### src/rtl/rle_encoder16.sv
// Run-length encoder: collapses consecutive equal 16-bit words into (value, count)
// word pairs, emitted value first then count on an avail/read port.
module rle_encoder16 #(
    parameter int MAX_RUN = 65535
) (
    input  logic        clk,
    input  logic        rst,
    input  logic [15:0] din,
    input  logic        din_last,
    input  logic        write,
    output logic        full,
    output logic [15:0] dout,
    output logic        avail,
    input  logic        read,
    output logic        overflow
);
    // state    | meaning
    // IDLE     | no run open, waiting for the first word of a stream
    // RUN      | run open in cur_val/cnt, accepting words
    // EMIT_VAL | presenting run value on dout
    // EMIT_CNT | presenting run count on dout
    typedef enum logic [1:0] {IDLE, RUN, EMIT_VAL, EMIT_CNT} state_t;

    localparam logic [15:0] MAX_RUN_W = 16'(MAX_RUN);

    state_t      state, state_n;
    logic [15:0] cur_val, cur_val_n;
    logic [15:0] cnt, cnt_n;
    logic [15:0] pend_val, pend_val_n;
    logic        pend_vld, pend_vld_n;
    logic        pend_last, pend_last_n;
    logic        emitting;

    assign emitting = (state == EMIT_VAL) || (state == EMIT_CNT);
    assign full     = emitting || !rst;
    assign avail    = emitting;

    always_comb begin
        dout = 16'd0;
        if (state == EMIT_VAL)
            dout = cur_val;
        else if (state == EMIT_CNT)
            dout = cnt;
    end

    always_comb begin
        state_n     = state;
        cur_val_n   = cur_val;
        cnt_n       = cnt;
        pend_val_n  = pend_val;
        pend_vld_n  = pend_vld;
        pend_last_n = pend_last;
        case (state)
            IDLE: begin
                if (write) begin
                    cur_val_n = din;
                    cnt_n     = 16'd1;
                    state_n   = din_last ? EMIT_VAL : RUN;
                end
            end
            RUN: begin
                if (write) begin
                    if (din == cur_val && cnt < MAX_RUN_W) begin
                        cnt_n   = cnt + 16'd1;
                        state_n = din_last ? EMIT_VAL : RUN;
                    end else begin
                        // the terminating word waits in the slot while the run drains
                        pend_val_n  = din;
                        pend_vld_n  = 1'b1;
                        pend_last_n = din_last;
                        state_n     = EMIT_VAL;
                    end
                end
            end
            EMIT_VAL: begin
                if (read)
                    state_n = EMIT_CNT;
            end
            EMIT_CNT: begin
                if (read) begin
                    if (pend_vld) begin
                        cur_val_n  = pend_val;
                        cnt_n      = 16'd1;
                        pend_vld_n = 1'b0;
                        state_n    = pend_last ? EMIT_VAL : RUN;
                    end else begin
                        cnt_n   = 16'd0;
                        state_n = IDLE;
                    end
                end
            end
            default: state_n = IDLE;
        endcase
    end

    always_ff @(posedge clk or negedge rst) begin
        if (!rst) begin
            state     <= IDLE;
            cur_val   <= 16'd0;
            cnt       <= 16'd0;
            pend_val  <= 16'd0;
            pend_vld  <= 1'b0;
            pend_last <= 1'b0;
            overflow  <= 1'b0;
        end else begin
            state     <= state_n;
            cur_val   <= cur_val_n;
            cnt       <= cnt_n;
            pend_val  <= pend_val_n;
            pend_vld  <= pend_vld_n;
            pend_last <= pend_last_n;
            if (write && emitting)
                overflow <= 1'b1;
        end
    end
endmodule

### config.mk
export PLATFORM = sky130hd
export DESIGN_NAME = rle_encoder16
export DESIGN_NICKNAME = d
export VERILOG_FILES = /design/src/rtl/rle_encoder16.sv
export SDC_FILE = /design/constraint.sdc
export NUM_CORES = 1
export LEC_CHECK = 0
export BUFFER_PORTS_ARGS = -buffer_cell sky130_fd_sc_hd__buf_2
export CORE_UTILIZATION = 65
export CTS_BUF_LIST = sky130_fd_sc_hd__clkbuf_8
export CTS_CLUSTER_SIZE = 16
export DETAILED_ROUTE_END_ITERATION = 16
export PLACE_DENSITY = 0.88
export SETUP_SLACK_MARGIN = 0.02
export SLEW_MARGIN = 20
export SYNTH_ARGS = -nofsm -noshare
export SYNTH_HDL_FRONTEND = slang
export SYNTH_SLANG_ARGS = --single-unit
### constraint.sdc
create_clock -name clk -period 4.04 [get_ports clk]
set_input_delay 0.404 -clock clk [delete_from_list [all_inputs] [get_ports clk]]
set_output_delay 0.404 -clock clk [all_outputs]
set_load 0.02 [all_outputs]
# After elaboration in Yosys (flattened, before gate mapping)
# Index checks and enable logic that the tools add are counted.
# W data, S select, Z words.
[word_totals]
regBits = 53
in_bits = 21
elab_cells = 60
[op_classes]
add_sub_neg = 1
magnitude_cmp = 1
n_eq_ne = 11
muxes = 25
bitwise_logic = 1
reduce_logical = 14
[op_table]
columns = ["cell", "count"]
rows = [
  ["$mux W16", 9],
  ["$pmux W16 S3", 1],
  ["$pmux W16 S2", 1],
  ["$add A16 B1 Y16 const B", 1],
  ["$eq A16 B16 Y1", 1],
  ["$lt A16 B16 Y1 const B", 1],
  ["$mux W2", 8],
  ["$ne A2 B2 Y1 const B", 7],
  ["$reduce_and A4 Y1", 3],
  ["$pmux W2 S4", 1],
  ["$reduce_and A5 Y1", 1],
  ["$eq A2 B2 Y1 const B", 2],
  ["$mux W1", 4],
  ["$reduce_bool A2 Y1", 2],
  ["$reduce_and A3 Y1", 1],
  ["$reduce_bool A3 Y1", 1],
  ["$eq A2 B1 Y1 const B", 1],
  ["$logic_and A1 B1 Y1", 2],
  ["$logic_not A2 Y1", 1],
  ["$logic_or A1 B1 Y1", 2],
  ["$pmux W1 S2", 1],
  ["$logic_not A1 Y1", 1],
  ["$not A1 Y1", 1],
]

# Logic depth before layout (Yosys ltp)
# Gate-level depths: netlist of the first run.
[logic_depth]
depth_word = 5
depth_mapped = 8
mapped_depth_nobuf = 7

# Worst setup path before layout of the first run
# Ideal clock, no wire load.
[synth_path]
kind = "flip-flop to output port"
startpoint = "reg state[0]"
endpoint = "out dout[10]"
arrival_time_ns = 1.668
required_time_ns = 3.636
setup_slack_ns = 1.968
stages_incl_launch_ff = 7
path_buffers = 2
cell_sequence = "dfrtp_1 > inv_1 > ha_1 > clkbuf_1 > nor2_1 > clkbuf_1 > a22o_1"
[synth_between]
elab_chain_len = 3
elab_cells_between_ends = 4
[synth_lines]
columns = ["element", "line", "rtl"]
rows = [
  ["from (decl)", "26", "state_t state, state_n;"],
  ["from (signal assigned)", "106", "state <= state_n;"],
  ["$eq A2 B2 Y1", "42", "else if (state == EMIT_CNT)"],
  ["$mux W16", "42", ""],
  ["$mux W16 *", "40", "if (state == EMIT_VAL)"],
  ["to (decl)", "12", "output logic [15:0] dout,"],
]
# Mark *: on every way between the ends. The rest lies on a longest branch, timed or not.

# Worst setup path in the final report of the first run
[layout_path]
startpoint = "reg state[1]"
endpoint = "out dout[0]"
# The elaborated chain is that of the path after synthesis.

==> results of run 1 <==
## cells in the final DEF, fill, tap and decap left out, types with 4 or more instances in the layout
| cell type | count |
|---|---|
| a21oi_1 | 24 |
| a22o_1 | 18 |
| and3_1 | 8 |
| buf_2 | 39 |
| buf_4 | 6 |
| clkbuf_8 | 5 |
| dfrtp_1 | 53 |
| ha_1 | 5 |
| inv_1 | 8 |
| mux2_2 | 9 |
| mux2_4 | 9 |
| mux2i_1 | 18 |
| nand2_1 | 19 |
| nand3_1 | 15 |
| nand4_1 | 10 |
| nor2_1 | 23 |
| nor3_1 | 4 |
| o211ai_1 | 5 |
| o21ai_0 | 4 |
| o311ai_0 | 4 |
| xnor2_1 | 16 |
## per-stage QoR
stage | hold WS [ns] | area (sq um) | instances | utilization | setup WS (ns)
floorplan | 0.108 | 3140 | 310 | - | 1.97
global placement | 0.436 | 3350 | 388 | 0.744 | 1.46
detailed placement | 0.463 | 3350 | 388 | 0.744 | 1.28
CTS | 0.229 | 3460 | 396 | 0.769 | 0.925
global route | 0.271 | 3460 | 396 | 0.769 | 0.768
finish | 0.205 | 3460 | 396 | 0.769 | 0.876
## kinds of logic (layout without fill, tap and decap cells)
| kind of cell | Yosys count | in the layout | share of synthesized area |
|---|---|---|---|
| simple gates | 98 | 98 | 0.168 |
| compound gates | 76 | 76 | 0.174 |
| flops | 53 | 53 | 0.423 |
| mux | 36 | 36 | 0.133 |
| buf+inv | 26 | 60 | 0.0387 |
| xor+xnor | 16 | 16 | 0.0447 |
| fa+ha+maj | 5 | 5 | 0.0199 |
## flip-flops by register name, summed over array words and instances, names as in the netlist
name,cells
cnt,16
cur_val,16
overflow,1
pend_last,1
pend_val,16
pend_vld,1
state,2
## routing by layer
layer / track usage / vias to the layer above / wire length, microns
li1: - / 1211 / -
met5: 0 / - / 0
met2: 0.505 / 128 / 3530
met1: 0.435 / 1298 / 3260
met3: 0.0774 / 10 / 553
met4: 0.100 / 0 / 101
## synth_stat cells (2+ instances only)
cell type  instances
dfrtp_1           53
buf_2              4
a211o_1            3
o21ai_0            4
nor4_1             2
o311ai_0           4
nor3_1             4
mux2_4             9
mux2_2             9
ha_1               5
and3_1             8
xnor2_1           16
nor2_1            23
a21o_1             2
nand2_1           19
buf_1              2
inv_1              7
a22o_1            18
nand3_1           15
nand4_1           10
a31oi_1            3
nand3b_1           2
or3_1              2
mux2i_1           18
buf_4              2
o211ai_1           5
clkbuf_1          10
a21oi_1           25
## cell type report
| class | count | area, sq um |
|---|---|---|
| timing repair buffer | 45 | 240 |
| clock inverter | 3 | 42.5 |
| inverter | 7 | 26.3 |
| multi-input combinational | 231 | 1690 |
| sequential | 53 | 1330 |
| clock buffer | 5 | 68.8 |
| tap | 52 | 65.1 |
| fill | 297 | 1040 |
## report_power, final
group / total, W / internal, W / switching [W]
sequential: 0.000895 / 0.000724 / 0.000171
combinational: 0.00136 / 0.000568 / 0.000794
clock: 0.000367 / 0.000184 / 0.000183
## worst max path at each step
stage | startpoint | to | slack [ns] | cells past startpoint
floorplan | state[0]$_DFFE_PN0P_ | dout[10] | 1.97 | 6
global placement | state[1]$_DFFE_PN0P_ | dout[0] | 1.46 | 6
detailed placement | state[1]$_DFFE_PN0P_ | dout[0] | 1.28 | 6
CTS | state[1]$_DFFE_PN0P_ | dout[6] | 0.93 | 6
global route | state[1]$_DFFE_PN0P_ | dout[7] | 0.77 | 6
finish | state[1]$_DFFE_PN0P_ | dout[0] | 0.88 | 6
==> results.sh, run 1 <==
export IMPL_run_status="finished, final reports clean"
export IMPL_ant_nets=0
export IMPL_routed_via_density=6.68
export IMPL_fp_dieArea_sq_um=5110
export IMPL_gp_routability_congestion=0.901
export IMPL_die_y_microns=71.5
export IMPL_power_per_cell_area_nw_per_um2=758
export IMPL_n_antenna_cell=0
export IMPL_ys_seq_elements=53
export IMPL_synth_nets=336
export IMPL_tritoncts_num_sinks=53
export IMPL_max_clock_path_buffers=2
export IMPL_starting_density=0.696
export IMPL_critPathSlowestCell="nor2_1"
export IMPL_post_route_period_util=0.783
export IMPL_worstSetupEndpointType="output pin"
export IMPL_num_vias=2647
export IMPL_finalClockSkew_ns=0.00663
export IMPL_ios=40
export IMPL_ys_warnings_count=0
export IMPL_setup_tns_ns=0
export IMPL_drt_total_wl_microns=7440
export IMPL_cts_max_level=2
export IMPL_antenna_found_initial=0
export IMPL_crit_family="simple AND/OR/NAND/NOR gates"
export IMPL_cts_tree="done"
export IMPL_total_power_w=0.00262
export IMPL_clk_insertion_delay_late_ns=0.32
export IMPL_rr_endpoint="pend_val[7]$_DFFE_PN0P_"
export IMPL_grt_max_degree=55
export IMPL_worstPathCellList="ha_1 > buf_4 > inv_1 > nor2_1 > a22o_1 > buf_2"
export IMPL_synth_cell_area_sq_um=3140
export IMPL_critical_path_class="reg2out"
export IMPL_post_cts_setup_buffers=0
export IMPL_cp_arrival_ns=2.76
export IMPL_synth_cell_types=54
export IMPL_cts_root_buf="clkbuf_8"
export IMPL_max_clk_rate_mhz=316
export IMPL_drcViolationCount=0
export IMPL_synthTopCellsByArea="dfrtp_1, mux2i_1, a22o_1"
export IMPL_cellLeakagePower_nw=1.55
export IMPL_drt_first_pass_iters=6
export IMPL_global_route_usage_total=0.317
export IMPL_placeableCoreArea_sq_um=4500
export IMPL_worst_ep_required_time_ns=3.64
export IMPL_postCtsResizedCells=0
export IMPL_post_cts_hold_buffer_count=0
export IMPL_reg2regPathDepth=6
export IMPL_via_count_of_the_first_global_routing_pass=2563
export IMPL_port_buffers=39
export IMPL_critPathLaunchType="register"
export IMPL_final_hold_viol_count=0
export IMPL_wire_length_of_the_first_global_routing_pass_microns=12300
export IMPL_drive_gt1_frac=0.227
export IMPL_synth_top_cell_by_area="dfrtp_1"
export IMPL_routed_length_per_placed_instance_microns=18.8
export IMPL_syn_inst=310
export IMPL_regToRegStartpoint="cnt[0]$_DFFE_PN0P_"
export IMPL_synth_yosys_seq_area_share=0.423
export IMPL_report_final_slew_viol_count=0
export IMPL_hpwl_microns=5030
export IMPL_fp_dieW_microns=71.5
export IMPL_worst_reg2reg_setup_slack_ns=1.50
export IMPL_clk_pin_slew_ns=0.10
export IMPL_num_nets_final=369
export IMPL_holdCritPathClass="in2async"
export IMPL_slew_headroom=0.243
export IMPL_critPathMaxStageDelay_ns=0.89
export IMPL_area_growth_syn_to_layout_pct=10.4
export IMPL_synth_edff_count=0
export IMPL_grt_setup_unrepaired="no"
export IMPL_finalCriticalPeriod_ns=3.16
export IMPL_irDropWorstVdd_mv=0.405
export IMPL_timing_worst_slew_pin_value_ns=1.13
export IMPL_dr_first_iter_drc_count=341
export IMPL_rows=24
export IMPL_path_buf_inv=3
export IMPL_async_reset_ff_frac=1.00
export IMPL_worstPathMaxFanout=23
export IMPL_maxCapViolations=0
export IMPL_gr_total_overflow=0
export IMPL_setup_viol=0
export IMPL_numCtsBuffers=5
export IMPL_synth_area_per_cell_sq_um=10.1
export IMPL_post_synth_top_area_fraction=0.423
export IMPL_ys_flop_type="dfrtp_1"
(Power assumes the default switching activity.)
==> inputs of run 2 (changes only) <==
--- a/config.mk
+++ b/config.mk
@@ -5,12 +5,13 @@
 export SDC_FILE = /design/constraint.sdc
 export NUM_CORES = 1
 export LEC_CHECK = 0
+export ABC_AREA = 1
 export BUFFER_PORTS_ARGS = -buffer_cell sky130_fd_sc_hd__buf_2
-export CORE_UTILIZATION = 65
+export CORE_UTILIZATION = 54
 export CTS_BUF_LIST = sky130_fd_sc_hd__clkbuf_8
 export CTS_CLUSTER_SIZE = 16
 export DETAILED_ROUTE_END_ITERATION = 16
-export PLACE_DENSITY = 0.88
+export PLACE_DENSITY = 0.78
 export SETUP_SLACK_MARGIN = 0.02
 export SLEW_MARGIN = 20
 export SYNTH_ARGS = -nofsm -noshare
==> constraint.sdc (replaced) <==
create_clock -name clk -period 2.85 [get_ports clk]
set_input_delay 0.285 -clock clk [delete_from_list [all_inputs] [get_ports clk]]
set_output_delay 0.285 -clock clk [all_outputs]
set_load 0.02 [all_outputs]
==> run 2 against run 1 <==
  * Global-route usage fell by 4.6 points
  * Cell count rose by 38%
  * Wire length is 4.1% higher
  * Final area grew 1.7%
  * Register-to-register slack worse by 0.68 ns
  * Critical path type unchanged
==> results.sh, run 2 <==
export IMPL_run_status="finished, final reports clean"
export IMPL_layout_commonest_cell="nand2_1"
export IMPL_cpMostUsedCell="inv_1"
export IMPL_n_antenna_cell=0
export IMPL_cts_tree="done"
export IMPL_rows=27
export IMPL_die_y_microns=79.1
export IMPL_clk_insertion_delay_late_ns=0.31
export IMPL_report_final_slew_viol_count=0
export IMPL_synthAdderAreaFrac=0.0195
export IMPL_wire_length_of_the_first_global_routing_pass_microns=13100
export IMPL_via_count_of_the_first_global_routing_pass=2848
export IMPL_worst_ep_required_time_ns=2.57
export IMPL_fp_dieArea_sq_um=6260
export IMPL_syn_inst=437
export IMPL_cp_arrival_ns=1.95
export IMPL_multi_input_comb_area_sq_um=1580
export IMPL_cts_max_level=2
export IMPL_routed_length_per_placed_instance_microns=14.2
export IMPL_synth_top_cell_by_area="dfrtp_1"
export IMPL_synth_cell_types=35
export IMPL_postCtsResizedCells=0
export IMPL_worst_setup_path_endpoint="dout[0]"
export IMPL_global_route_usage_total=0.272
export IMPL_fp_dieW_microns=79.1
export IMPL_synth_compound_area_share=0.158
export IMPL_drive_gt1_frac=0.173
export IMPL_synth_simple_gate_area_frac=0.285
export IMPL_finalClockSkew_ns=0.00908
export IMPL_worst_reg2reg_setup_slack_ns=0.82
export IMPL_timing_worst_slew_pin_value_ns=0.685
export IMPL_n_fill_cell=537
export IMPL_clk_pin_slew_ns=0.10
export IMPL_antenna_found_initial=0
export IMPL_synthTopCellsByArea="dfrtp_1, nand2_1, o21ai_0"
export IMPL_max_clk_rate_mhz=448
export IMPL_num_nets_final=498
export IMPL_cts_root_buf="clkbuf_8"
export IMPL_sequential_cell_area_sq_um=1330
export IMPL_leading_registers_by_flop_count="cnt: 16 flops, cur_val: 16 flops, pend_val: 16 flops"
export IMPL_rr_endpoint="cnt[9]$_DFFE_PN0P_"
export IMPL_max_clock_path_buffers=2
export IMPL_drcViolationCount=0
export IMPL_post_synth_top_count_cell="nand2_1"
export IMPL_critPathSlowestCell="dfrtp_1"
export IMPL_synth_cell_area_sq_um=3210
export IMPL_worstSetupEndpointType="output pin"
export IMPL_ys_warnings_count=0
export IMPL_gr_total_overflow=0
export IMPL_synth_top_family_by_area="simple AND/OR/NAND/NOR gates"
export IMPL_gp_routability_congestion=0.938
export IMPL_async_reset_ff_frac=1.00
export IMPL_setup_viol=0
export IMPL_worstPathCellList="inv_1 > ha_1 > inv_1 > nand2_1 > o22ai_1 > buf_2"
export IMPL_synth_yosys_seq_area_share=0.413
export IMPL_critPathLaunchType="register"
export IMPL_critical_path_class="reg2out"
export IMPL_synth_edff_count=0
export IMPL_dr_first_iter_drc_count=206
export IMPL_ys_seq_elements=53
export IMPL_cellLeakagePower_nw=1.71
export IMPL_finalCriticalPeriod_ns=2.23
export IMPL_grt_max_degree=54
export IMPL_power_per_cell_area_nw_per_um2=966
export IMPL_place_area_sq_um=3430
export IMPL_ys_flop_type="dfrtp_1"
export IMPL_port_buffers=39
export IMPL_num_vias=2959
export IMPL_worst_setup_path_startpoint="state[0]$_DFFE_PN0P_"
export IMPL_routed_via_density=5.43
export IMPL_mostFrequentLayoutCells="nand2_1, dfrtp_1, inv_1"
export IMPL_post_cts_hold_buffer_count=0
export IMPL_synth_area_per_cell_sq_um=7.34
export IMPL_holdCritPathClass="in2async"
export IMPL_final_hold_viol_count=0
export IMPL_worstPathMaxFanout=10
export IMPL_post_route_period_util=0.783
export IMPL_drt_total_wl_microns=7750
export IMPL_ios=40
export IMPL_post_route_cell_area_sq_um=3520
export IMPL_slew_headroom=0.543
export IMPL_synth_nets=463
export IMPL_total_power_w=0.00340
export IMPL_post_synth_mux_area_share=0
export IMPL_drt_first_pass_iters=5
export IMPL_parity_gate_share_of_the_synthesized_area_counting_xor_and_xnor_cells=0.0300
export IMPL_post_synth_top_area_fraction=0.413
export IMPL_area_growth_syn_to_layout_pct=9.75
export IMPL_synth_top_cells_by_count="nand2_1, dfrtp_1, inv_1"
export IMPL_regToRegStartpoint="state[1]$_DFFE_PN0P_"
export IMPL_post_cts_setup_buffers=0
export IMPL_maxCapViolations=0
export IMPL_placeableCoreArea_sq_um=5610
export IMPL_grt_setup_unrepaired="no"
export IMPL_ant_nets=0
export IMPL_hpwl_microns=5670
export IMPL_setup_tns_ns=0
export IMPL_tritoncts_num_sinks=53
export IMPL_numCtsBuffers=5
export IMPL_starting_density=0.572
export IMPL_irDropWorstVdd_mv=0.685
export IMPL_reg2regPathDepth=11
export IMPL_critPathMaxStageDelay_ns=0.41
run 2: cell families after synthesis:
| kind of cell | after synthesis |
|---|---|
| AO/OA/AOI/OAI | 86 |
| XOR/XNOR | 11 |
| adder cells (fa/ha/maj) | 5 |
| buffers and inverters | 69 |
| flip-flops | 53 |
| AND/OR/NAND/NOR | 213 |
run 2: worst min-delay path by stage:
stage                         startpoint                 endpoint  depth (start not counted)
floorplan                            rst       cnt[0]$_DFFE_PN0P_                          0
global placement    overflow$_DFFE_PN0P_     overflow$_DFFE_PN0P_                          1
detailed placement  overflow$_DFFE_PN0P_     overflow$_DFFE_PN0P_                          1
CTS                                  rst   cur_val[3]$_DFFE_PN0P_                          2
global route                         rst  pend_val[3]$_DFFE_PN0P_                          2
finish                               rst  pend_val[3]$_DFFE_PN0P_                          2
run 2: critical path, delay by kind of cell (launching register included):
family | cells | cell delay, ns
fa+ha+maj | 1 | 0.25
flops | 1 | 0.41
compound gates | 1 | 0.24
simple gates | 1 | 0.26
buf+inv | 3 | 0.49
run 2: power breakdown:
part	total (W)	internal (W)	switching (W)
Combinational	0.00179	0.000559	0.00123
Clock	0.000429	0.000170	0.000259
Sequential	0.00119	0.00102	0.000169
run 2: per-layer routing:
metal  wire, microns  share of wire  vias to the layer above  global-route usage
li1                -              -                     1476                   -
met1            3440           0.44                     1367               0.360
met2            3680           0.47                       99               0.441
met3             421          0.054                       17              0.0391
met4             204          0.026                        0               0.120
met5               0              0                        -                   0
run 2: cell type report:
cell class,instances,area share
Clock buffer,5,0.0195
Clock inverter,3,0.00533
Inverter,53,0.0579
Multi-Input combinational cell,315,0.449
Sequential cell,53,0.377
Tap cell,72,0.0256
Timing Repair Buffer,44,0.0661
run 2: stage by stage:
stage | util | hold slack [ns] | instances | setup WS [ns]
6_report | 0.628 | 0.182 | 545 | 0.620
5_1_grt | 0.628 | 0.230 | 545 | 0.474
4_1_cts | 0.628 | 0.222 | 545 | 0.613
3_5_place_dp | 0.612 | 0.467 | 537 | 0.834
3_3_place_gp | 0.612 | 0.455 | 537 | 0.878
2_1_floorplan | - | -0.0106 | 437 | 1.12
==> inputs of run 3 (changes only) <==
--- a/config.mk
+++ b/config.mk
@@ -7,11 +7,11 @@
 export LEC_CHECK = 0
 export ABC_AREA = 1
 export BUFFER_PORTS_ARGS = -buffer_cell sky130_fd_sc_hd__buf_2
-export CORE_UTILIZATION = 54
+export CORE_UTILIZATION = 60
 export CTS_BUF_LIST = sky130_fd_sc_hd__clkbuf_8
 export CTS_CLUSTER_SIZE = 16
 export DETAILED_ROUTE_END_ITERATION = 16
-export PLACE_DENSITY = 0.78
+export PLACE_DENSITY = 0.82
 export SETUP_SLACK_MARGIN = 0.02
 export SLEW_MARGIN = 20
 export SYNTH_ARGS = -nofsm -noshare
==> constraint.sdc (replaced) <==
create_clock -name clk -period 2.2 [get_ports clk]
set_input_delay 0.22 -clock clk [delete_from_list [all_inputs] [get_ports clk]]
set_output_delay 0.22 -clock clk [all_outputs]
set_load 0.02 [all_outputs]
==> run 3 against run 2 <==
  * Non-clock buffer count grew 1
  * Core utilization grew 6.7 points
  * Cell count is 0.18% lower
  * Clock power up 62%
  * Sequential power increased by 30%
  * Worst setup slack got worse by 0.49 ns
  * Clock-buffer cell count increased by 1
  * Critical path type unchanged
==> results.sh, run 3 (same netlist as run 2, synthesis figures left out) <==
export IMPL_ant_nets=0
export IMPL_worst_ep_required_time_ns=1.98
export IMPL_cts_tree="done"
export IMPL_cts_max_level=2
export IMPL_dp_cells=536
export IMPL_rows=26
export IMPL_clk_pin_slew_ns=0.09
export IMPL_num_vias=3026
export IMPL_drt_total_wl_microns=7750
export IMPL_power_per_cell_area_nw_per_um2=1300
export IMPL_slew_headroom=0.549
export IMPL_placeableCoreArea_sq_um=5140
export IMPL_ios=40
export IMPL_total_power_w=0.00464
export IMPL_finalClockSkew_ns=0.00657
export IMPL_numCtsBuffers=5
export IMPL_layout_commonest_cell="nand2_1"
export IMPL_fp_dieArea_sq_um=5650
export IMPL_die_y_microns=75.1
export IMPL_wire_length_of_the_first_global_routing_pass_microns=12300
export IMPL_antenna_found_initial=0
export IMPL_dr_first_iter_drc_count=270
export IMPL_irDropWorstVdd_mv=0.883
export IMPL_routed_length_per_placed_instance_microns=14.2
export IMPL_global_route_usage_total=0.296
export IMPL_setup_tns_ns=0
export IMPL_post_route_period_util=0.939
export IMPL_timing_worst_slew_pin_value_ns=0.676
export IMPL_leading_registers_by_flop_count="cnt: 16 flops, cur_val: 16 flops, pend_val: 16 flops"
export IMPL_rr_endpoint="pend_val[9]$_DFFE_PN0P_"
export IMPL_preCtsSetupSlack_ns=0.332
export IMPL_reg2regPathDepth=7
export IMPL_mostFrequentLayoutCells="nand2_1, dfrtp_1, inv_1, buf_2, nor2_1"
export IMPL_routed_via_density=5.56
export IMPL_area_growth_syn_to_layout_pct=11.4
export IMPL_via_count_of_the_first_global_routing_pass=2766
export IMPL_num_nets_final=499
export IMPL_final_hold_viol_count=0
export IMPL_post_route_cell_area_sq_um=3570
export IMPL_hpwl_microns=5610
export IMPL_gr_total_overflow=0
export IMPL_holdCritPathClass="in2async"
export IMPL_drcViolationCount=0
export IMPL_worstSetupEndpointType="output pin"
export IMPL_grt_max_degree=54
export IMPL_gp_routability_congestion=0.905
export IMPL_run_status="finished, final reports clean"
export IMPL_grt_setup_unrepaired="no"
export IMPL_setup_ws_ns=0.134
export IMPL_critPathLaunchType="register"
export IMPL_tritoncts_num_sinks=53
export IMPL_cellLeakagePower_nw=1.73
export IMPL_post_cts_hold_buffer_count=0
export IMPL_n_antenna_cell=0
export IMPL_cts_root_buf="clkbuf_8"
export IMPL_clk_insertion_delay_late_ns=0.31
export IMPL_starting_density=0.624
export IMPL_fin_cells=544
export IMPL_port_buffers=39
export IMPL_cp_arrival_ns=1.85
export IMPL_report_final_slew_viol_count=0
export IMPL_worstPathMaxFanout=22
export IMPL_setup_viol=0
export IMPL_drive_gt1_frac=0.179
export IMPL_maxCapViolations=0
export IMPL_worst_reg2reg_setup_slack_ns=0.30
export IMPL_fp_dieW_microns=75.1
export IMPL_drt_first_pass_iters=6
export IMPL_place_area_sq_um=3450
export IMPL_regToRegStartpoint="cnt[0]$_DFFE_PN0P_"
export IMPL_critical_path_class="reg2out"
export IMPL_max_clock_path_buffers=2
export IMPL_finalCriticalPeriod_ns=2.07
export IMPL_max_clk_rate_mhz=484
==> run 3: metal layers <==
metal	global-route usage	vias up	wire (microns)
li1	-	1481	-
met1	0.367	1423	3300
met2	0.498	106	3830
met3	0.0616	16	411
met4	0.138	0	210
met5	0	-	0
==> run 3: worst max-delay path by stage <==
stage / start / endpoint / slack (ns) / cells after the start
after global placement: cnt[0]$_DFFE_PN0P_ / cnt[14]$_DFFE_PN0P_ / 0.43 / 8
after floorplan: state[0]$_DFFE_PN0P_ / dout[0] / 0.53 / 4
final: state[0]$_DFFE_PN0P_ / dout[11] / 0.13 / 7
after detailed placement: cnt[0]$_DFFE_PN0P_ / pend_val[15]$_DFFE_PN0P_ / 0.33 / 8
after CTS: state[0]$_DFFE_PN0P_ / dout[1] / 0.1 / 4
after global routing: state[0]$_DFFE_PN0P_ / dout[11] / 0.02 / 7
==> run 3: cell type report <==
class                           instances  area [sq um]
Timing Repair Buffer                   45           253
Fill cell                             453          1570
Multi-Input combinational cell        315          1580
Clock inverter                          2          37.5
Tap cell                               70          87.6
Sequential cell                        53          1330
Inverter                               53           204
Clock buffer                            6          82.6
==> run 3: metrics by stage <==
stage	hold slack, ns	utilization
2_1_floorplan	-0.0756	-
3_3_place_gp	0.453	0.672
3_5_place_dp	0.481	0.672
4_1_cts	0.144	0.695
5_1_grt	0.174	0.695
6_report	0.125	0.695
==> run 3: critical path, cell delays in order, from the launching register on <==
cell     delay [ns]
dfrtp_1        0.41
inv_1          0.08
ha_1           0.26
inv_1          0.11
buf_4          0.23
nand3_1        0.12
o21ai_0        0.13
buf_2          0.21
==> run 3: report_power, final <==
group | internal, W | switching, W | total [W]
sequential | 0.00132 | 0.000230 | 0.00155
combinational | 0.000772 | 0.00163 | 0.00240
clock | 0.000370 | 0.000325 | 0.000695
total | 0.00246 | 0.00218 | 0.00464
==> run 3: repair_timing <==
item                                    CTS  global route
endpoints found under the setup margin    0             6
resized for setup                         0             1
setup buffers                             0             0
